[config.mk]
export PLATFORM = sky130hd
export DESIGN_NAME = hdmi_video_sequencer
export DESIGN_NICKNAME = d
export VERILOG_FILES = /design/src/rtl/hdmi_video_sequencer.sv
export SDC_FILE = /design/constraint.sdc
export NUM_CORES = 1
export LEC_CHECK = 0
export BUFFER_PORTS_ARGS = -buffer_cell sky130_fd_sc_hd__buf_2
export CAP_MARGIN = 5
export CORE_MARGIN = 4
export CORE_UTILIZATION = 54
export CTS_CLUSTER_SIZE = 10
export DETAILED_ROUTE_END_ITERATION = 7
export GPL_ROUTABILITY_DRIVEN = 0
export GPL_TIMING_DRIVEN = 1
export PLACE_DENSITY = 0.8
export SLEW_MARGIN = 20
export SYNTH_ARGS = -nofsm -noshare
export SYNTH_HDL_FRONTEND = slang
export SYNTH_SLANG_ARGS = --single-unit
[constraint.sdc]
create_clock -name clk -period 2.3 [get_ports clk]
set_input_delay 0.115 -clock clk [delete_from_list [all_inputs] [get_ports clk]]
set_output_delay 0.115 -clock clk [all_outputs]
set_load 0.02 [all_outputs]
[src/rtl/hdmi_video_sequencer.sv]
// hdmi_video_sequencer
//   Free-running raster generator that drives the data-enable and control
//   vectors of three TMDS 8b/10b channel encoders. It also reports the
//   coordinates of the pixel being accepted back to the pixel source.
//   Each line (and each frame) runs in this order: active, front porch,
//   sync, back porch.
//
//   Ports
//     clk          pixel clock; every flop updates on its rising edge
//     rst          asynchronous, active-high reset
//     en           run enable; low holds the raster at (0,0) with idle outputs
//     den          data enable, shared by all three encoders
//     c0           channel 0 control {vsync, hsync} at output polarity
//     c1           channel 1 control {CTL1, CTL0}
//     c2           channel 2 control {CTL3, CTL2}
//     gb           guard band; downstream mux substitutes gb_code* symbols
//     gb_code0..2  constant video guard band symbols
//     pix_x/pix_y  coordinates of the pixel accepted with den
//     frame_start  one-cycle pulse together with the den of pixel (0,0)
//
//   All outputs are registered. An output in cycle t+1 describes the raster
//   position held by the counters in cycle t.

module hdmi_video_sequencer #(
  parameter int H_ACTIVE  = 640,
  parameter int H_FP      = 16,
  parameter int H_SYNC    = 96,
  parameter int H_BP      = 48,
  parameter int V_ACTIVE  = 480,
  parameter int V_FP      = 10,
  parameter int V_SYNC    = 2,
  parameter int V_BP      = 33,
  parameter int HSYNC_POL = 0,
  parameter int VSYNC_POL = 0,
  parameter int DVI_MODE  = 0
) (
  input  logic        clk,
  input  logic        rst,
  input  logic        en,
  output logic        den,
  output logic [1:0]  c0,
  output logic [1:0]  c1,
  output logic [1:0]  c2,
  output logic        gb,
  output logic [9:0]  gb_code0,
  output logic [9:0]  gb_code1,
  output logic [9:0]  gb_code2,
  output logic [11:0] pix_x,
  output logic [11:0] pix_y,
  output logic        frame_start
);

  localparam int H_TOTAL = H_ACTIVE + H_FP + H_SYNC + H_BP;
  localparam int V_TOTAL = V_ACTIVE + V_FP + V_SYNC + V_BP;

  localparam logic [11:0] H_ACT_L    = 12'(H_ACTIVE);
  localparam logic [11:0] HS_START   = 12'(H_ACTIVE + H_FP);
  localparam logic [11:0] HS_END     = 12'(H_ACTIVE + H_FP + H_SYNC);
  localparam logic [11:0] H_LAST     = 12'(H_TOTAL - 1);
  localparam logic [11:0] PRE_START  = 12'(H_TOTAL - 10);
  localparam logic [11:0] GB_START   = 12'(H_TOTAL - 2);
  localparam logic [11:0] V_ACT_L    = 12'(V_ACTIVE);
  localparam logic [11:0] V_ACT_LAST = 12'(V_ACTIVE - 1);
  localparam logic [11:0] VS_START   = 12'(V_ACTIVE + V_FP);
  localparam logic [11:0] VS_END     = 12'(V_ACTIVE + V_FP + V_SYNC);
  localparam logic [11:0] V_LAST     = 12'(V_TOTAL - 1);

  localparam logic       HPOL      = (HSYNC_POL != 0);
  localparam logic       VPOL      = (VSYNC_POL != 0);
  localparam logic       HDMI_ON   = (DVI_MODE == 0);
  localparam logic [1:0] C0_IDLE   = {~VPOL, ~HPOL};

  // Preamble (8 clocks) and guard band (2 clocks) must fit inside blanking.
  if (H_FP + H_SYNC + H_BP < 10) begin : g_blank_too_short
    $error("hdmi_video_sequencer: horizontal blanking shorter than preamble + guard band");
  end

  typedef enum logic [1:0] {
    REG_ACTIVE,
    REG_PREAMBLE,
    REG_GUARD,
    REG_BLANK
  } region_e;

  logic [11:0] h_q, h_d;
  logic [11:0] v_q, v_d;
  logic        den_q, den_d;
  logic [1:0]  c0_q, c0_d;
  logic [1:0]  c1_q, c1_d;
  logic [1:0]  c2_q, c2_d;
  logic        gb_q, gb_d;
  logic [11:0] pix_x_q, pix_x_d;
  logic [11:0] pix_y_q, pix_y_d;
  logic        frame_start_q, frame_start_d;

  logic        h_last;
  logic        hsync_on;
  logic        vsync_on;
  logic        next_line_active;
  region_e     region;

  // Raster position classification
  always_comb begin
    hsync_on         = (h_q >= HS_START) && (h_q < HS_END);
    vsync_on         = (v_q >= VS_START) && (v_q < VS_END);
    // The line after this one carries video: either still inside the active
    // rows, or the last row of the frame wrapping back to row 0.
    next_line_active = (v_q < V_ACT_LAST) || (v_q == V_LAST);

    region = REG_BLANK;
    if ((h_q < H_ACT_L) && (v_q < V_ACT_L)) begin
      region = REG_ACTIVE;
    end else if (HDMI_ON && next_line_active && (h_q >= GB_START)) begin
      region = REG_GUARD;
    end else if (HDMI_ON && next_line_active && (h_q >= PRE_START)) begin
      region = REG_PREAMBLE;
    end
  end

  // Counter advance
  always_comb begin
    h_last = (h_q == H_LAST);
    h_d    = h_last ? '0 : h_q + 12'd1;
    v_d    = v_q;
    if (h_last) begin
      v_d = (v_q == V_LAST) ? '0 : v_q + 12'd1;
    end
    if (!en) begin
      h_d = '0;
      v_d = '0;
    end
  end

  // Next-state of the registered outputs
  always_comb begin
    den_d         = 1'b0;
    gb_d          = 1'b0;
    c0_d          = {vsync_on ? VPOL : ~VPOL, hsync_on ? HPOL : ~HPOL};
    c1_d          = 2'b00;
    c2_d          = 2'b00;
    pix_x_d       = pix_x_q;
    pix_y_d       = pix_y_q;
    frame_start_d = (h_q == '0) && (v_q == '0);

    unique case (region)
      REG_ACTIVE: begin
        den_d   = 1'b1;
        pix_x_d = h_q;
        pix_y_d = v_q;
        // Control inputs are ignored by the encoder during data; hold them.
        c0_d    = c0_q;
        c1_d    = c1_q;
        c2_d    = c2_q;
      end
      REG_PREAMBLE: c1_d = 2'b01;  // {CTL3..CTL0} = 4'b0001
      REG_GUARD:    gb_d = 1'b1;
      REG_BLANK:    ;
      default:      ;
    endcase

    if (!en) begin
      den_d         = 1'b0;
      gb_d          = 1'b0;
      c0_d          = C0_IDLE;
      c1_d          = 2'b00;
      c2_d          = 2'b00;
      pix_x_d       = '0;
      pix_y_d       = '0;
      frame_start_d = 1'b0;
    end
  end

  always_ff @(posedge clk or posedge rst) begin
    if (rst) begin
      h_q           <= '0;
      v_q           <= '0;
      den_q         <= 1'b0;
      gb_q          <= 1'b0;
      c0_q          <= C0_IDLE;
      c1_q          <= 2'b00;
      c2_q          <= 2'b00;
      pix_x_q       <= '0;
      pix_y_q       <= '0;
      frame_start_q <= 1'b0;
    end else begin
      h_q           <= h_d;
      v_q           <= v_d;
      den_q         <= den_d;
      gb_q          <= gb_d;
      c0_q          <= c0_d;
      c1_q          <= c1_d;
      c2_q          <= c2_d;
      pix_x_q       <= pix_x_d;
      pix_y_q       <= pix_y_d;
      frame_start_q <= frame_start_d;
    end
  end

  assign den         = den_q;
  assign gb          = gb_q;
  assign c0          = c0_q;
  assign c1          = c1_q;
  assign c2          = c2_q;
  assign pix_x       = pix_x_q;
  assign pix_y       = pix_y_q;
  assign frame_start = frame_start_q;

  assign gb_code0 = 10'b1011001100;
  assign gb_code1 = 10'b0100110011;
  assign gb_code2 = 10'b1011001100;

endmodule

# After elaboration in Yosys (flattened, before gate mapping)
# Index checks and enable logic that the tools add are counted.
[word_totals]
ff_bits = 57
in_bits = 3
out_inout_bits = 63
wordCells = 63
[op_classes]
addsub = 2
n_lt_le_gt_ge = 9
n_eq_ne = 7
n_mux = 25
n_reduce_logical = 10
[ops]
columns = ["op", "count"]
rows = [
  ["12-bit two-way mux", 9],
  ["12-bit by 10-bit >= comparator with 1-bit output, second input constant", 3],
  ["12-bit by 9-bit less-than comparator with 1-bit output, second input constant", 3],
  ["12-bit by 1-bit adder with 12-bit output, second input constant", 2],
  ["12-bit by 10-bit == test with 1-bit output, second input constant", 2],
  ["12-bit zero test", 2],
  ["12-bit by 10-bit less-than comparator with 1-bit output, second input constant", 2],
  ["2-bit two-way mux", 8],
  ["12-bit by 9-bit >= comparator with 1-bit output, second input constant", 1],
  ["1-bit two-way mux", 7],
  ["1-bit logical AND", 6],
  ["2-bit by 1-bit != test with 1-bit output, second input constant", 2],
  ["2-bit one-hot mux with 2 select lines", 1],
  ["2-bit by 1-bit == test with 1-bit output, second input constant", 1],
  ["2-bit == test, second input constant", 1],
  ["2-bit zero test", 1],
  ["2-bit != test, second input constant", 1],
  ["1-bit logical OR", 1],
]

# Logic depth before layout (Yosys ltp)
[logic_depth]
depth_word = 9
mapped_depth = 7

# Worst setup path after synthesis
# Ideal clock, no wire load.
[synth_path]
path_type = "reg-to-reg"
startpoint = "register h_q[0]"
endpoint = "register v_q[7]"
setup_time_ns = 0.126
t_arrival_ns = 1.634
required_ns = 2.174
setup_slack_ns = 0.540
path_stages_with_launch = 7
path_cell_list = "dfrtp_1 -> ha_1 -> and3_1 -> buf_6 -> a41o_1 -> and3_1 -> a221o_1"
[synth_via]
elab_chain_len = 2
[synth_rtl]
columns = ["item", "line", "rtl"]
rows = [
  ["start: declaration", "85", "logic [11:0] h_q, h_d;"],
  ["start signal: assignment", "175", "h_q <= '0;"],
  ["start signal: assignment", "186", "h_q <= h_d;"],
  ["12-bit by 10-bit == test with 1-bit output", "122", "h_last = (h_q == H_LAST);"],
  ["2-bit by 1-bit != test with 1-bit output (no source line)", "n/a", ""],
  ["end signal: assignment", "187", "v_q <= v_d;"],
  ["end: declaration", "86", "logic [11:0] v_q, v_d;"],
]
# No other way between the ends.
# A chain may end at the register's enable or synchronous reset.

# Worst setup path after layout
[layout_path]
startpoint = "register h_q[1]"
endpoint = "register v_q[5]"
# Same word-level chain as after synthesis.

==> metrics.cfg <==
[cts]
worstSkewPairLatency_ps=310
post_cts_buffers=0
cts_tree=yes
ctsLongestPathBuffers=2
cts-htree-levels=2
cts.sinks=54
clk_root_buffer_cell=clkbuf_8
cts_buffers=5
clk_pin_slew_worst_paths_ps=90

[synth]
syn_area_um2=2880
async_flop_share_pct=100
synthAdderAreaFrac_pct=2.17
ys_warn_count=0
ys.flop_type=dfrtp_1
synthCells=274
yosysSeqAreaShare_pct=47.0
synth-simple-area-share_pct=18.0
synth_mux_area_share_pct=0
synth_xor_area_share_pct=2.73
synth_edf_count=0
ys_ff_latch=54
synth_top_family_by_area=simple AND/OR/NAND/NOR gates
avgSynthCellArea_um2=10.5
ys_types=43
synth_compound_area_share_pct=14.7

[finish]
area_growth_pct=5.38
instances_no_fill=374
nets=311
layout_common_cells=dfrtp_1, conb_1, buf_2
final_common_cell=dfrtp_1
n_antenna_cell=0
fillerInstances=442
drive_above_1_share_pct=19.7

[timing]
final.min_clock_period_ps=2110
max_freq_mhz=475
rsz0062_at_grt=no
hold_violations=0
holdWs_ps=170
setup_tns_ps=0
post-route-period-util_pct=91.6
finalSetupViolCount=0
fin_skew_ps=4.72
slew_violations=0

[detailed_routing]
drt-total-wl_mm=5.57
drc_errors=0
wl_per_cell_um=14.9
first_pass_iters=4
drt_iter0_drc=168
ant_nets=0
vias=2052
via_per_inst=5.49

[power]
vdd_drop_max_uv=246
pwr-share-seq_pct=55.5
power_leakage_nw=1.49
comb_power_share_pct=9.1
p_per_area_nw_per_um2=588
p_switching_w=0.000454
power.clock.fraction_pct=35.4
power.internal_w=0.00133
swShare_pct=25.4

[critical_path]
required_ps=2530
r2r_slack_ps=190
slowest_delay_ps=480
cp_max_fo=8
r2r_end=v_q[5]$_DFFE_PP0P_
r2r-start=h_q[1]$_DFF_PP0_
crit_path_end_kind=register
critPathSlowestCell=dfrtp_1
cp.arrival_ps=2340
critPathLaunchType=register
crit_type=register to register
path_cells=ha_1 > and3_1 > a41oi_2 > buf_4 > or3_1 > a21oi_1
rr_worst_depth=6

[die]
die_x_um=81.1
die_area_um2=6570
core-area_um2=5140
row_count=26
start_util_pct=56.1
io-pin-count=66
fp.dieH_um=81.1

[global_routing]
grt_pass1_wl_mm=9.14
grt_pass1_vias=1943
grt_max_degree=27
antenna_found_initial=0
grt_usage_pct=17.8
overflow=0

[placement]
dp.cells=365
io_buffers=32
dpl.hpwl_mm=4.23

[worst_hold_path]
worst_hold_startpoint=en
hold_class=primary input to register
min_path_cells=3
hold-path-endpoint=v_q[11]$_DFFE_PP0P_

[outcome]
status=finished clean

[run]
cap_viol_max_count=0

worst max-delay path, delay by kind of cell, from the launching register on:
family / cells / cell delay (ps)
AND/OR/NAND/NOR: 2 / 670
adder cells (fa/ha/maj): 1 / 240
buffers and inverters: 1 / 240
flip-flops: 1 / 480
AO/OA/AOI/OAI: 2 / 410
metrics by stage:
stage	utilization, %	instance area [um2]	total power (W)	setup WS (ps)
2_1_floorplan	-	3000	0.00118	540
3_3_place_gp	56.8	2920	0.00117	324
3_5_place_dp	56.8	2920	0.00117	238
4_1_cts	59.1	3040	0.00179	206
5_1_grt	59.1	3040	0.00185	50.1
6_report	59.1	3040	0.00179	193
how the worst max path moves through the flow:
stage / from / endpoint / slack, ps / depth (start not counted)
3_5_place_dp: h_q[1]$_DFF_PP0_ / v_q[5]$_DFFE_PP0P_ / 240 / 6
2_1_floorplan: h_q[0]$_DFF_PP0_ / v_q[7]$_DFFE_PP0P_ / 540 / 6
5_1_grt: h_q[1]$_DFF_PP0_ / v_q[6]$_DFFE_PP0P_ / 50 / 6
6_report: h_q[1]$_DFF_PP0_ / v_q[5]$_DFFE_PP0P_ / 190 / 6
4_1_cts: h_q[1]$_DFF_PP0_ / v_q[5]$_DFFE_PP0P_ / 210 / 6
3_3_place_gp: h_q[1]$_DFF_PP0_ / v_q[7]$_DFFE_PP0P_ / 320 / 5
final cells by class:
class                           instances  area [um2]  area share [%]
Clock inverter                          2        37.5            1.24
Clock buffer                            6        72.6            2.39
Timing Repair Buffer                   41         230            7.58
Multi-Input combinational cell        188        1210            39.7
Inverter                               13        48.8            1.61
Tap cell                               70        87.6            2.88
Sequential cell                        54        1350            44.6
power by group through the flow:
stage	Combinational [W]	Clock (W)	Sequential, W
4_1_cts	0.000163	0.000636	0.000991
6_report	0.000163	0.000632	0.000991
5_1_grt	0.000181	0.000677	0.000995
3_5_place_dp	0.000162	0	0.00101
3_3_place_gp	0.000159	0	0.00101
2_1_floorplan	0.000167	0	0.00101
cells in the mapped netlist, types with 2 or more instances:
| master | count | area (um2) |
|---|---|---|
| a21oi_1 | 12 | 60.1 |
| a41oi_2 | 2 | 32.5 |
| ha_1 | 5 | 62.6 |
| conb_1 | 2 | 7.51 |
| nand2_1 | 9 | 33.8 |
| nand3b_1 | 2 | 15.0 |
| inv_1 | 13 | 48.8 |
| buf_2 | 5 | 25.0 |
| nor4_1 | 3 | 18.8 |
| a22o_1 | 21 | 184 |
| o21ai_0 | 12 | 60.1 |
| dfrtp_1 | 52 | 1300 |
| clkbuf_8 | 2 | 27.5 |
| nand3_1 | 10 | 50.1 |
| and2_1 | 7 | 43.8 |
| o31ai_1 | 3 | 22.5 |
| and4_1 | 4 | 35.0 |
| nand4_1 | 7 | 43.8 |
| or3_1 | 7 | 43.8 |
| or4_1 | 3 | 22.5 |
| nor2_1 | 12 | 45.0 |
| dfstp_2 | 2 | 52.6 |
| nor3_1 | 8 | 40.0 |
| o211ai_1 | 3 | 22.5 |
| xor2_1 | 3 | 26.3 |
| clkbuf_2 | 2 | 10.0 |
| buf_4 | 36 | 270 |
| and3_1 | 3 | 18.8 |
| buf_6 | 5 | 56.3 |
| xnor2_1 | 6 | 52.6 |
cells by family (layout without fill, tap and decap cells):
kind of cell | after synthesis | after routing
other | 2 | 33
XOR/XNOR | 9 | 9
flip-flops | 54 | 54
AND/OR/NAND/NOR | 84 | 84
buffers and inverters | 63 | 62
adder cells (fa/ha/maj) | 5 | 5
AO/OA/AOI/OAI | 57 | 57
metal layers:
metal,part of all wire [%],track usage [%]
met2,48,28.2
met4,2.8,8.95
met5,0,0
met1,43,24.0
met3,6.8,2.33
sequential cells by signal, indices dropped and copies added, names as in the netlist:
register,cells
v_q,12
frame_start,1
den,1
gb,1
c0,2
h_q,12
pix_y,12
c1,1
pix_x,12
what timing repair did:
item	4_1_cts	5_1_grt
hold buffers	1	0
endpoints found under the hold margin	16	0
resized for setup	0	0
Power figures use the tool's default switching activity.
